`src/rtl/audio_pkg.sv`:
```
// Shared audio constants and the 13->12 bit signed saturator used by the
// decimator and the downstream audio handling stage.
package audio_pkg;

    localparam int ADC_W     = 12;
    localparam int ADC_MID   = 2048;
    localparam int AUDIO_MAX = 2047;
    localparam int AUDIO_MIN = -2048;

    // Overflow of a 13-bit value into 12 bits shows as disagreeing top bits.
    function automatic logic sat_hit(input logic signed [12:0] v);
        return v[12] ^ v[11];
    endfunction

    function automatic logic signed [11:0] saturate(input logic signed [12:0] v);
        if (sat_hit(v)) begin
            return v[12] ? 12'sh800 : 12'sh7FF;
        end
        return v[11:0];
    endfunction

endpackage

```
`src/rtl/audio_decimator_peak_meter.sv`:
```
// Windowed peak-magnitude meter over the decimated audio stream.
module peak_meter
    import audio_pkg::*;
#(
    parameter int PEAK_WIN_LOG2 = 12
) (
    input  logic                 clk_in,
    input  logic                 rst_n,
    input  logic                 audio_valid,
    input  logic [ADC_W-1:0]     audio_out,
    output logic [ADC_W-2:0]     peak_out,
    output logic                 peak_valid
);

    logic [ADC_W-2:0]         run_q, run_d;
    logic [ADC_W-2:0]         peak_q, peak_d;
    logic                     pv_q, pv_d;
    logic [PEAK_WIN_LOG2-1:0] win_q, win_d;
    logic [ADC_W-1:0]         abs_val;
    logic [ADC_W-2:0]         mag;
    logic [ADC_W-2:0]         cand;

    always_comb begin
        // |-2048| does not fit in 11 bits, so it is pinned to 2047.
        abs_val = audio_out[ADC_W-1] ? (~audio_out + 1'b1) : audio_out;
        mag     = abs_val[ADC_W-1] ? '1 : abs_val[ADC_W-2:0];
        cand    = (mag > run_q) ? mag : run_q;
        run_d   = run_q;
        peak_d  = peak_q;
        win_d   = win_q;
        pv_d    = 1'b0;
        if (audio_valid) begin
            win_d = win_q + 1'b1;
            if (&win_q) begin
                peak_d = cand;
                pv_d   = 1'b1;
                run_d  = '0;
            end else begin
                run_d  = cand;
            end
        end
    end

    always_ff @(posedge clk_in or negedge rst_n) begin
        if (!rst_n) begin
            run_q  <= '0;
            peak_q <= '0;
            pv_q   <= 1'b0;
            win_q  <= '0;
        end else begin
            run_q  <= run_d;
            peak_q <= peak_d;
            pv_q   <= pv_d;
            win_q  <= win_d;
        end
    end

    assign peak_out   = peak_q;
    assign peak_valid = pv_q;

endmodule

```
`src/rtl/audio_decimator.sv`:
```
// Boxcar decimator, first-order IIR DC remover and saturator for one
// AD9226 audio channel, with a windowed peak meter for gain monitoring.
module audio_decimator
    import audio_pkg::*;
#(
    parameter int DEC_LOG2      = 8,
    parameter int DC_SHIFT      = 10,
    parameter int PEAK_WIN_LOG2 = 12
) (
    input  logic             clk_in,
    input  logic             rst_n,
    input  logic             sample_en,
    input  logic [ADC_W-1:0] adc_data,
    output logic [ADC_W-1:0] audio_out,
    output logic             audio_valid,
    output logic             clip,
    output logic [ADC_W-2:0] peak_out,
    output logic             peak_valid
);

    localparam int AW = ADC_W + DEC_LOG2;
    localparam int DW = ADC_W + DC_SHIFT;

    logic signed [ADC_W-1:0] x;
    logic signed [AW-1:0]    x_ext;
    logic signed [AW-1:0]    acc_q, acc_d;
    logic [DEC_LOG2-1:0]     cnt_q, cnt_d;
    logic                    blk_q, blk_d;
    logic signed [ADC_W-1:0] avg_q, avg_d;
    logic                    s1_q, s1_d;
    logic signed [DW-1:0]    dc_acc_q, dc_acc_d;
    logic signed [ADC_W-1:0] dc_est;
    logic signed [ADC_W:0]   diff;
    logic [ADC_W-1:0]        audio_q, audio_d;
    logic                    valid_q, valid_d;
    logic                    clip_q, clip_d;

    // Offset-binary to two's complement is a flip of the MSB.
    assign x     = {~adc_data[ADC_W-1], adc_data[ADC_W-2:0]};
    assign x_ext = {{DEC_LOG2{x[ADC_W-1]}}, x};

    always_comb begin
        acc_d = acc_q;
        cnt_d = cnt_q;
        blk_d = 1'b0;
        if (sample_en) begin
            acc_d = (cnt_q == '0) ? x_ext : acc_q + x_ext;
            cnt_d = cnt_q + 1'b1;
            blk_d = &cnt_q;
        end
    end

    // After the completing edge acc_q already holds acc + x, so stage 1
    // takes its top bits: an arithmetic floor divide by 2^DEC_LOG2.
    always_comb begin
        s1_d  = blk_q;
        avg_d = blk_q ? acc_q[AW-1:DEC_LOG2] : avg_q;
    end

    always_comb begin
        dc_est   = dc_acc_q[DW-1:DC_SHIFT];
        diff     = {avg_q[ADC_W-1], avg_q} - {dc_est[ADC_W-1], dc_est};
        valid_d  = s1_q;
        audio_d  = audio_q;
        clip_d   = 1'b0;
        dc_acc_d = dc_acc_q;
        if (s1_q) begin
            audio_d  = saturate(diff);
            clip_d   = sat_hit(diff);
            dc_acc_d = dc_acc_q + {{(DW-ADC_W-1){diff[ADC_W]}}, diff};
        end
    end

    always_ff @(posedge clk_in or negedge rst_n) begin
        if (!rst_n) begin
            acc_q    <= '0;
            cnt_q    <= '0;
            blk_q    <= 1'b0;
            avg_q    <= '0;
            s1_q     <= 1'b0;
            dc_acc_q <= '0;
            audio_q  <= '0;
            valid_q  <= 1'b0;
            clip_q   <= 1'b0;
        end else begin
            acc_q    <= acc_d;
            cnt_q    <= cnt_d;
            blk_q    <= blk_d;
            avg_q    <= avg_d;
            s1_q     <= s1_d;
            dc_acc_q <= dc_acc_d;
            audio_q  <= audio_d;
            valid_q  <= valid_d;
            clip_q   <= clip_d;
        end
    end

    assign audio_out   = audio_q;
    assign audio_valid = valid_q;
    assign clip        = clip_q;

    peak_meter #(
        .PEAK_WIN_LOG2 (PEAK_WIN_LOG2)
    ) u_peak (
        .clk_in      (clk_in),
        .rst_n       (rst_n),
        .audio_valid (valid_q),
        .audio_out   (audio_q),
        .peak_out    (peak_out),
        .peak_valid  (peak_valid)
    );

endmodule

```
`config.mk`:
```
export PLATFORM = sky130hd
export DESIGN_NAME = audio_decimator
export DESIGN_NICKNAME = d
export VERILOG_FILES = /design/src/rtl/audio_pkg.sv /design/src/rtl/audio_decimator_peak_meter.sv /design/src/rtl/audio_decimator.sv
export SDC_FILE = /design/constraint.sdc
export NUM_CORES = 1
export LEC_CHECK = 0
export CAP_MARGIN = 25
export CELL_PAD_IN_SITES_DETAIL_PLACEMENT = 0
export CELL_PAD_IN_SITES_GLOBAL_PLACEMENT = 2
export CORE_MARGIN = 1
export CORE_UTILIZATION = 25
export CTS_BUF_LIST = sky130_fd_sc_hd__clkbuf_8 sky130_fd_sc_hd__clkbuf_16
export DETAILED_ROUTE_END_ITERATION = 10
export DONT_BUFFER_PORTS = 1
export GPL_ROUTABILITY_DRIVEN = 0
export HOLD_SLACK_MARGIN = 0.1
export PLACE_DENSITY = 0.54
export SETUP_SLACK_MARGIN = 0.4
export SYNTH_ARGS = -nofsm -noshare
export SYNTH_HDL_FRONTEND = slang
export SYNTH_SLANG_ARGS = --single-unit
```
`constraint.sdc`:
```
create_clock -name clk_in -period 6.6 [get_ports clk_in]
set_input_delay 0.33 -clock clk_in [delete_from_list [all_inputs] [get_ports clk_in]]
set_output_delay 0.33 -clock clk_in [all_outputs]
set_load 0.02 [all_outputs]
```
Word level (Yosys, flattened, before mapping)
Cells that the tools add are included.
{ "classes": {"n_shift": 0, "n_mux": 14, "n_mul": 0, "reduce_logical": 4, "n_addsub": 6, "bitwise_logic": 3, "order_cmp": 1, "div": 0, "n_eq_ne": 0} }
{ "op_table": {"columns": ["cell", "n"], "rows": [
  ["12-bit two-way mux", 4],
  ["11-bit two-way mux", 3],
  ["12-bit by 1-bit adder with 12-bit output, second input constant", 2],
  ["22-bit adder", 1],
  ["20-bit by 12-bit adder with 20-bit output", 1],
  ["20-bit two-way mux", 1],
  ["13-bit AND reduction", 1],
  ["12-bit by 12-bit subtractor with 13-bit output", 1],
  ["12-bit inverter", 1],
  ["12-bit AND reduction", 1],
  ["11-bit greater-than comparator", 1],
  ["8-bit by 1-bit adder with 8-bit output, second input constant", 1],
  ["8-bit logical NOT", 1],
  ["8-bit AND reduction", 1],
  ["1-bit two-way mux", 6],
  ["1-bit inverter", 1],
  ["1-bit bitwise XOR", 1]
]} }
{ "word_totals": {"rom_bits": 0, "memories": 0, "latch_bits": 0, "elab_cells": 41, "output_inout_bits": 26, "regBits": 113, "ram_bits": 0, "in_bits": 15} }

Longest topological paths before layout
Gate-level depths: netlist of run 1.
{ "logic_depth": {"word_depth": 7, "mapped_depth": 17, "depth_no_buf": 17} }

By module
Synthesis of run 1 repeated with hierarchy kept, for this count alone.
{ "hier_totals": {"hier_cells": 869, "area_unflattened_um2": 8029.0} }
{ "by_module_without_submodules": {"columns": ["mod", "cells_each", "seq_area_each_um2", "instances", "area_per_inst_um2"], "rows": [
  ["audio_decimator", 629, 1951.9, 1, 5831.8],
  ["peak_meter", 240, 875.8, 1, 2197.1]
]} }

Least setup slack after synthesis of run 1
No wires, ideal clock.
{ "synth_path": {"path_kind": "flip-flop to flip-flop", "from": "register audio_q[3], in the netlist audio_out[3]", "to": "register u_peak.run_q[0]", "synth_period_minus_slack_ns": 3.844, "setup_ns": 0.121, "t_required_ns": 6.479, "path_stages_with_launch": 15, "setup_slack_ns": 2.756, "n_path_buf": 2, "arrival_time_ns": 3.723, "path_cell_list": "dfrtp_1 > or3_4 > or4_4 > or4b_4 > buf_6 > nand2_1 > ha_1 > a21o_1 > a21oi_1 > nor2b_1 > o31ai_1 > a21oi_1 > and2_1 > clkbuf_1 > a22o_1"} }
{ "synth_via": {"elab_chain_len": 7} }
{ "synth_rtl": {"columns": ["item", "line_no", "text"], "rows": [
  ["start, declared", "audio_decimator.sv:34", "logic [ADC_W-1:0] audio_q, audio_d;"],
  ["start signal, assigned", "audio_decimator.sv:92", "audio_q <= audio_d;"],
  ["12-bit inverter", "audio_decimator_peak_meter.sv:25", "abs_val = audio_out[ADC_W-1] ? (~audio_out + 1'b1) : audio_out;"],
  ["12-bit by 1-bit adder with 12-bit output", "audio_decimator_peak_meter.sv:25", null],
  ["12-bit two-way mux (*)", "audio_decimator_peak_meter.sv:25", null],
  ["11-bit two-way mux (*)", "audio_decimator_peak_meter.sv:26", "mag = abs_val[ADC_W-1] ? '1 : abs_val[ADC_W-2:0];"],
  ["11-bit greater-than comparator", "audio_decimator_peak_meter.sv:27", "cand = (mag > run_q) ? mag : run_q;"],
  ["11-bit two-way mux (*)", "audio_decimator_peak_meter.sv:27", null],
  ["11-bit two-way mux (*)", "audio_decimator_peak_meter.sv:34", "if (&win_q) begin"],
  ["end signal, assigned", "audio_decimator_peak_meter.sv:51", "run_q <= run_d;"],
  ["end, declared", "audio_decimator_peak_meter.sv:15", "logic [ADC_W-2:0] run_q, run_d;"]
]} }
Every way passes the cells marked *; elsewhere a longest branch is shown, timed or not.
A chain may end at the register's enable or synchronous reset.

Worst setup path after layout of run 1
{ "layout_path": {"from": "register dc_acc_q[10]", "to": "register dc_acc_q[19]"} }
{ "layout_via": {"elab_chain_len": 2} }
{ "layout_rtl": {"columns": ["item", "line_no", "text"], "rows": [
  ["start, declared", "audio_decimator.sv:31", "logic signed [DW-1:0] dc_acc_q, dc_acc_d;"],
  ["start signal, assigned", "audio_decimator.sv:81", "dc_acc_q <= '0;"],
  ["start signal, assigned", "audio_decimator.sv:91", "dc_acc_q <= dc_acc_d;"],
  ["12-bit by 12-bit subtractor with 13-bit output", "audio_decimator.sv:62", "diff = {avg_q[ADC_W-1], avg_q} - {dc_est[ADC_W-1], dc_est};"],
  ["22-bit adder (*)", "audio_decimator.sv:70", "dc_acc_d = dc_acc_q + {{(DW-ADC_W-1){diff[ADC_W]}}, diff};"]
]} }
Marked as above.

==> impl_metrics.py, run 1 <==
metrics = {
    "run_status": {
        "status": "finished, final reports clean",
    },
    "cts": {
        "cts_root_buf": "clkbuf_16",
        "post_cts_buffers": 0,
        "cts_max_level": 4,
        "cts_sinks": 113,
        "clock_path_buffers": 2,
        "insertion_delay_ps": 430,
        "cts_tree": "yes",
        "cts_made_buffers": 17,
        "clk_pin_slew_ps": 60,
    },
    "sta": {
        "fin_skew_ps": 12.95,
        "fin_tns_setup_ps": 0,
        "setup_violations": 0,
        "period_share": 0.6725,
        "fmax_ghz": 0.2253,
        "worst_slew_margin_rel": 0.4323,
        "finalCriticalPeriod_ps": 4438,
        "rsz0062_at_grt": "false",
        "finalHoldViolations": 0,
        "worst_pin_slew_ps": 850.7,
        "drv_slew": 0,
    },
    "logic_synthesis": {
        "synth_top_area_frac": 0.3658,
        "synth_flop_cell": "dfrtp_1",
        "avgSynthCellArea_um2": 9.171,
        "synth_compound_area_frac": 0.2190,
        "synth_top_area_cell": "dfrtp_1",
        "ys_ff_latch": 113,
        "yosysWarnings": 0,
        "ys_seq_area_frac": 0.3658,
        "synth_cell_types": 68,
        "synth_commonest_cells": "dfrtp_1, nand2_1, ha_1, nor2_1, inv_1",
        "synth_most_common_cell": "dfrtp_1",
        "synthAdderAreaFrac": 0.1191,
        "synth_top_family_by_area": "compound AO/OA/AOI/OAI gates",
        "yosys.area_share.simple": 0.1442,
        "synthMuxAreaShare": 0.05292,
        "synth_area_leaders": "dfrtp_1, ha_1, nand2_1",
        "synthXorXnorAreaFrac": 0.05778,
        "synth_edf_count": 0,
        "netlist_area_mm2": 0.007731,
        "synthArstFlopShare": 1.000,
        "syn_nets": 929,
        "netlist_instances": 843,
    },
    "die": {
        "dieWidth_um": 177.9,
        "die_height_um": 177.9,
        "rows": 64,
        "io_pins": 41,
        "dieArea_mm2": 0.03163,
        "core_region_area_mm2": 0.03051,
        "initial_core_util": 0.2534,
    },
    "pwr": {
        "p_leak_nw": 4.203,
        "p_per_area_mw_per_mm2": 286.1,
        "swShare": 0.3180,
        "total_power_mw": 2.542,
        "p_switching_mw": 0.8082,
        "power.share.sequential": 0.334,
        "peakVddDrop_v": 0.0001616,
        "combPwrFrac": 0.276,
        "clockPowerShare": 0.390,
        "p_int_mw": 1.733,
    },
    "worst_setup_path": {
        "path_class": "flop to flop",
        "crit_required_ps": 6880,
        "reg2reg_from": "dc_acc_q[10]",
        "arrival_ps": 4720,
        "cp-end-kind": "flop",
        "startpoint_type": "flop",
        "reg2reg_depth": 15,
        "worstPathMaxFanout": 13,
        "r2r_slack_ps": 2160,
        "r2r_end": "dc_acc_q[19]",
    },
    "routing": {
        "wl_per_cell_um": 16.84,
        "firstDrtPassIters": 6,
        "via_count": 6074,
        "vias_per_cell": 4.828,
        "drc": 0,
        "routed_wl_um": 21180,
        "drtAntennaViolNets": 0,
        "drtIter0Drc": 315,
    },
    "worst_hold_path": {
        "holdCritStartpoint": "adc_data[3]",
        "min_to": "acc_q[3]",
        "whs_path_depth": 2,
        "worstHoldPathType": "primary input to flop",
    },
    "global_route": {
        "grtUsageTotal": 0.1424,
        "grt_start_max_net_pins": 114,
        "grt-ovfl-total": 0,
        "grt_pass1_wl_um": 34530,
        "grt_pass1_vias": 6083,
        "antenna_found_initial": 0,
    },
    "placement": {
        "placed_cells": 1218,
        "hpwlAfterDp_um": 15150,
        "port_buffers": 0,
    },
    "finish": {
        "nets": 936,
        "drive_gt1_frac": 0.07889,
        "utilization": 0.2912,
        "area_delta_synth_final_pct": 14.92,
        "diodes": 0,
        "stdcell_count": 1258,
    },
    "job": {
        "cap_viol_max_count": 0,
    },
}
==> placed cells by master (no fill, tap or decap), types with 7 or more instances in the layout <==
| cell | Yosys | final |
|---|---|---|
| dlygate4sd3_1 | 0 | 7 |
| o2bb2ai_1 | 9 | 9 |
| mux2_2 | 19 | 19 |
| nor3_1 | 13 | 13 |
| nand2_1 | 78 | 78 |
| a211oi_1 | 13 | 13 |
| and3_1 | 11 | 11 |
| ha_1 | 68 | 68 |
| xor2_1 | 19 | 19 |
| a21o_1 | 30 | 30 |
| o211ai_1 | 7 | 7 |
| o31ai_1 | 8 | 8 |
| nor2b_1 | 7 | 7 |
| a31oi_1 | 15 | 15 |
| mux2i_1 | 18 | 18 |
| xnor2_1 | 32 | 32 |
| nor2_1 | 67 | 67 |
| a21oi_1 | 52 | 52 |
| a22o_1 | 11 | 11 |
| nand3_1 | 16 | 16 |
| dfrtp_1 | 113 | 113 |
| inv_1 | 56 | 56 |
| clkbuf_16 | 0 | 17 |
| o21a_1 | 13 | 13 |
| o21ai_0 | 45 | 45 |
| nand2b_1 | 7 | 7 |
| nand4_1 | 15 | 15 |
==> layout make-up <==
class,instances,area (µm²)
clock buffers,22,494.2
clock inverters,9,128.9
fillers,3202,21620
inverters,57,214.0
multi-input cells,649,4584
flip-flops and latches,113,2828
well taps,396,495.5
repair buffers,12,140.1
==> how the worst max path moves through the flow <==
stage            startpoint               to  cells past startpoint
5_1_grt        dc_acc_q[10]     dc_acc_q[19]                     15
6_report       dc_acc_q[10]     dc_acc_q[19]                     15
4_1_cts        dc_acc_q[10]     dc_acc_q[19]                     15
2_1_floorplan  audio_out[3]  u_peak.run_q[0]                     14
3_5_place_dp   dc_acc_q[10]     dc_acc_q[19]                     15
3_3_place_gp   audio_out[3]  u_peak.run_q[9]                     12
==> power by group through the flow <==
stage | registers (mW) | logic, mW | clock network, mW
after floorplan | 0.836 | 0.552 | 0
after global placement | 0.864 | 0.692 | 0
after detailed placement | 0.862 | 0.679 | 0
after CTS | 0.851 | 0.714 | 1.02
after global routing | 0.862 | 0.807 | 1.05
final | 0.849 | 0.702 | 0.991
==> sequential cells by signal, indices dropped and copies added (netlist names) <==
| name | flops |
|---|---|
| acc_q | 20 |
| audio_out | 12 |
| audio_valid | 1 |
| avg_q | 12 |
| blk_q | 1 |
| clip | 1 |
| cnt_q | 8 |
| dc_acc_q | 22 |
| s1_q | 1 |
| u_peak.peak_out | 11 |
| u_peak.peak_valid | 1 |
| u_peak.run_q | 11 |
| u_peak.win_q | 12 |
==> kinds of logic after synthesis <==
logic type | count (synthesis)
xor+xnor | 51
simple gates | 237
compound gates | 251
flops | 113
buf+inv | 81
mux | 38
fa+ha+maj | 72
==> critical path, stage by stage, from the launching register on <==
cell and delay (ps):
dfrtp_1 410, ha_1 220, fa_1 400, nand2b_1 200
a211oi_1 250, o31a_1 220, o31a_1 300, inv_1 290
ha_1 430, a21o_1 190, a21o_1 170, a2111oi_0 600
o41ai_1 160, a21oi_1 200, xor2_1 170, mux2i_1 80
==> timing repair <==
action                                 in CTS  in global routing
setup endpoints to repair                   0                  0
hold buffers                                9                  0
resized for setup                           0                  0
endpoints found under the hold margin     131                  0
==> through the flow <==
stage               setup WS, ps  area, µm²  hold WS, ps
finish                      2162       8885        127.5
global route                1773       8885        144.7
CTS                         2178       8885        108.4
detailed placement          2193       8144        37.94
global placement            2247       8144        37.44
floorplan                   2756       7731        34.41
==> per-layer routing <==
| metal | wire length, µm | part of all wire | vias up | global-route usage |
|---|---|---|---|---|
| met3 | 688 | 0.032 | 21 | 0.02871 |
| li1 | - | - | 3092 | - |
| met1 | 10690 | 0.50 | 2883 | 0.1939 |
| met4 | 279 | 0.013 | 0 | 0.04060 |
| met2 | 9522 | 0.45 | 78 | 0.2264 |
| met5 | 0 | 0 | - | 0 |
(Power assumes the default switching activity.)
==> inputs of run 2 (changes only) <==
==> constraint.sdc (replaced) <==
create_clock -name clk_in -period 4.2 [get_ports clk_in]
set_input_delay 0.21 -clock clk_in [delete_from_list [all_inputs] [get_ports clk_in]]
set_output_delay 0.21 -clock clk_in [all_outputs]
set_load 0.02 [all_outputs]
==> run 2 against run 1 <==
Net effect:
- worst setup slack worse by 1600 ps
- count of clock-buffer cells in the layout is 4 lower
- combinational power up 61%
- sequential share of layout area down 1.8 points
- clock power increased by 43%
- register-to-register slack got worse by 1600 ps
- critical endpoint is now u_peak.run_q[9]
==> impl_metrics.py, run 2 (synthesis results as in run 1) <==
metrics = {
    "worst_hold_path": {
        "worstHoldPathType": "primary input to flop",
    },
    "run_status": {
        "status": "finished, final reports clean",
    },
    "cts": {
        "cts_sinks": 113,
        "clk_pin_slew_ps": 60,
        "cts_max_level": 4,
        "cts_tree": "yes",
        "clock_path_buffers": 2,
        "cts_made_buffers": 17,
        "insertion_delay_ps": 430,
        "cts_root_buf": "clkbuf_16",
    },
    "pwr": {
        "peakVddDrop_v": 0.0002416,
        "p_switching_mw": 1.329,
        "clockPowerShare": 0.364,
        "power.share.sequential": 0.345,
        "p_int_mw": 2.565,
        "p_per_area_mw_per_mm2": 412.0,
        "p_leak_nw": 4.366,
        "swShare": 0.3413,
        "combPwrFrac": 0.291,
        "total_power_mw": 3.895,
    },
    "die": {
        "die_height_um": 177.9,
        "initial_core_util": 0.2534,
        "dieWidth_um": 177.9,
        "io_pins": 41,
        "rows": 64,
        "dieArea_mm2": 0.03163,
        "core_region_area_mm2": 0.03051,
    },
    "global_route": {
        "antenna_found_initial": 0,
        "grt_pass1_vias": 6457,
        "grt_pass1_wl_um": 35470,
        "grt-ovfl-total": 0,
        "grtUsageTotal": 0.1455,
        "grt_start_max_net_pins": 114,
    },
    "placement": {
        "hpwlAfterDp_um": 15660,
        "placed_cells": 1234,
        "port_buffers": 0,
    },
    "finish": {
        "stdcell_count": 1295,
        "regMostFlops": "dc_acc_q",
        "utilization": 0.3098,
        "multiInputGateArea_mm2": 0.004906,
        "final_cell_mix": "dfrtp_1, nand2_1, nor2_1",
        "layout.cells.most_common": "dfrtp_1",
        "reg_top3": "dc_acc_q x22, acc_q x20",
        "drive_gt1_frac": 0.1602,
        "ff_latch_area_mm2": 0.002834,
        "largest_reg_flops": 22,
        "diodes": 0,
        "area_delta_synth_final_pct": 22.27,
        "nets": 972,
        "fill_cells": 3202,
    },
    "sta": {
        "period_share": 0.8762,
        "worst_pin_slew_ps": 1162,
        "setup_violations": 0,
        "worst_slew_margin_rel": 0.2151,
        "finalCriticalPeriod_ps": 3680,
        "fin_tns_setup_ps": 0,
        "rsz0062_at_grt": "true",
        "finalHoldViolations": 0,
        "drv_slew": 0,
        "fin_skew_ps": 16.14,
        "fmax_ghz": 0.2717,
    },
    "routing": {
        "drtIter0Drc": 281,
        "wl_per_cell_um": 16.86,
        "via_count": 6244,
        "drtAntennaViolNets": 0,
        "drc": 0,
        "vias_per_cell": 4.822,
        "firstDrtPassIters": 4,
        "routed_wl_um": 21840,
    },
    "worst_setup_path": {
        "worstPathMaxFanout": 6,
        "startpoint_type": "flop",
        "crit_path_max_incr_delay_ps": 610,
        "arrival_ps": 3980,
        "crit_required_ps": 4500,
        "crit_chain": "or2_4 -> or4_4 -> or4b_4 -> o211ai_4 -> ha_4 -> nor2b_1 -> o21ai_1 -> a21oi_1 -> o31ai_2 -> a21oi_2 -> buf_6 -> and2_4 -> a22o_1",
        "cp-end-kind": "flop",
        "path_class": "flop to flop",
        "slowest_stage": "or4b_4",
    },
    "job": {
        "cap_viol_max_count": 0,
    },
}
## run 2: layout make-up
type,count,share of cell area
Tap cell,396,0.05242
Clock inverter,14,0.01377
Timing Repair Buffer,46,0.04593
Sequential cell,113,0.2998
Inverter,57,0.02263
Multi-Input combinational cell,651,0.5190
Clock buffer,18,0.04646
## run 2: repair_timing
item                                    4_1_cts  5_1_grt
endpoints found under the setup margin       26       30
resized for setup                            27       49
hold buffers                                 17        0
hold endpoints to repair                    137        0
cloned                                        0        2
buffers inserted                              4        6
pin swaps                                    15       18
## run 2: layer usage
metal	up-vias	GRT usage	share of wire
met5	-	0	0
met4	0	0.03668	0.0073
met3	11	0.03149	0.030
met2	59	0.2334	0.45
met1	3011	0.1970	0.51
li1	3163	-	-
## run 2: per-stage QoR
| stage | cell area, µm² | hold slack, ps | worst slack (ps) |
|---|---|---|---|
| 3_3_place_gp | 8272 | -82.47 | 122.9 |
| 2_1_floorplan | 7742 | -85.59 | 406.7 |
| 5_1_grt | 9453 | 121.5 | 378.3 |
| 4_1_cts | 9168 | 104.9 | 367.6 |
| 3_5_place_dp | 8272 | -81.77 | 73.84 |
| 6_report | 9453 | 113.2 | 519.8 |
## run 2: critical path, delay by kind of cell, from the launching register on
kind                       cells  cell delay, ps
DFF                            1             460
and+or+nand+nor                5            1710
adders and majority gates      1             230
buffers and inverters          1             160
AOI/OAI and AO/OA              6            1000
## run 2: worst paths after layout
kind	start	endpoint	slack (ps)	depth (start not counted)
min in group asynchronous	rst_n	u_peak.peak_valid	410	2
setup reg to reg	audio_out[0]	u_peak.run_q[9]	520	13
setup / recovery	audio_out[0]	u_peak.run_q[9]	520	13
max in group asynchronous	rst_n	dc_acc_q[10]	3320	2
hold reg to reg	u_peak.win_q[4]	u_peak.win_q[4]	470	1
hold / removal	sample_en	acc_q[7]	110	2
## run 2: power by group through the flow
stage / Sequential [mW] / Combinational (mW) / Clock, mW
4_1_cts: 1.34 / 1.14 / 1.47
3_5_place_dp: 1.36 / 1.07 / 0
2_1_floorplan: 1.31 / 0.867 / 0
6_report: 1.34 / 1.13 / 1.42
5_1_grt: 1.36 / 1.29 / 1.51
3_3_place_gp: 1.36 / 1.08 / 0
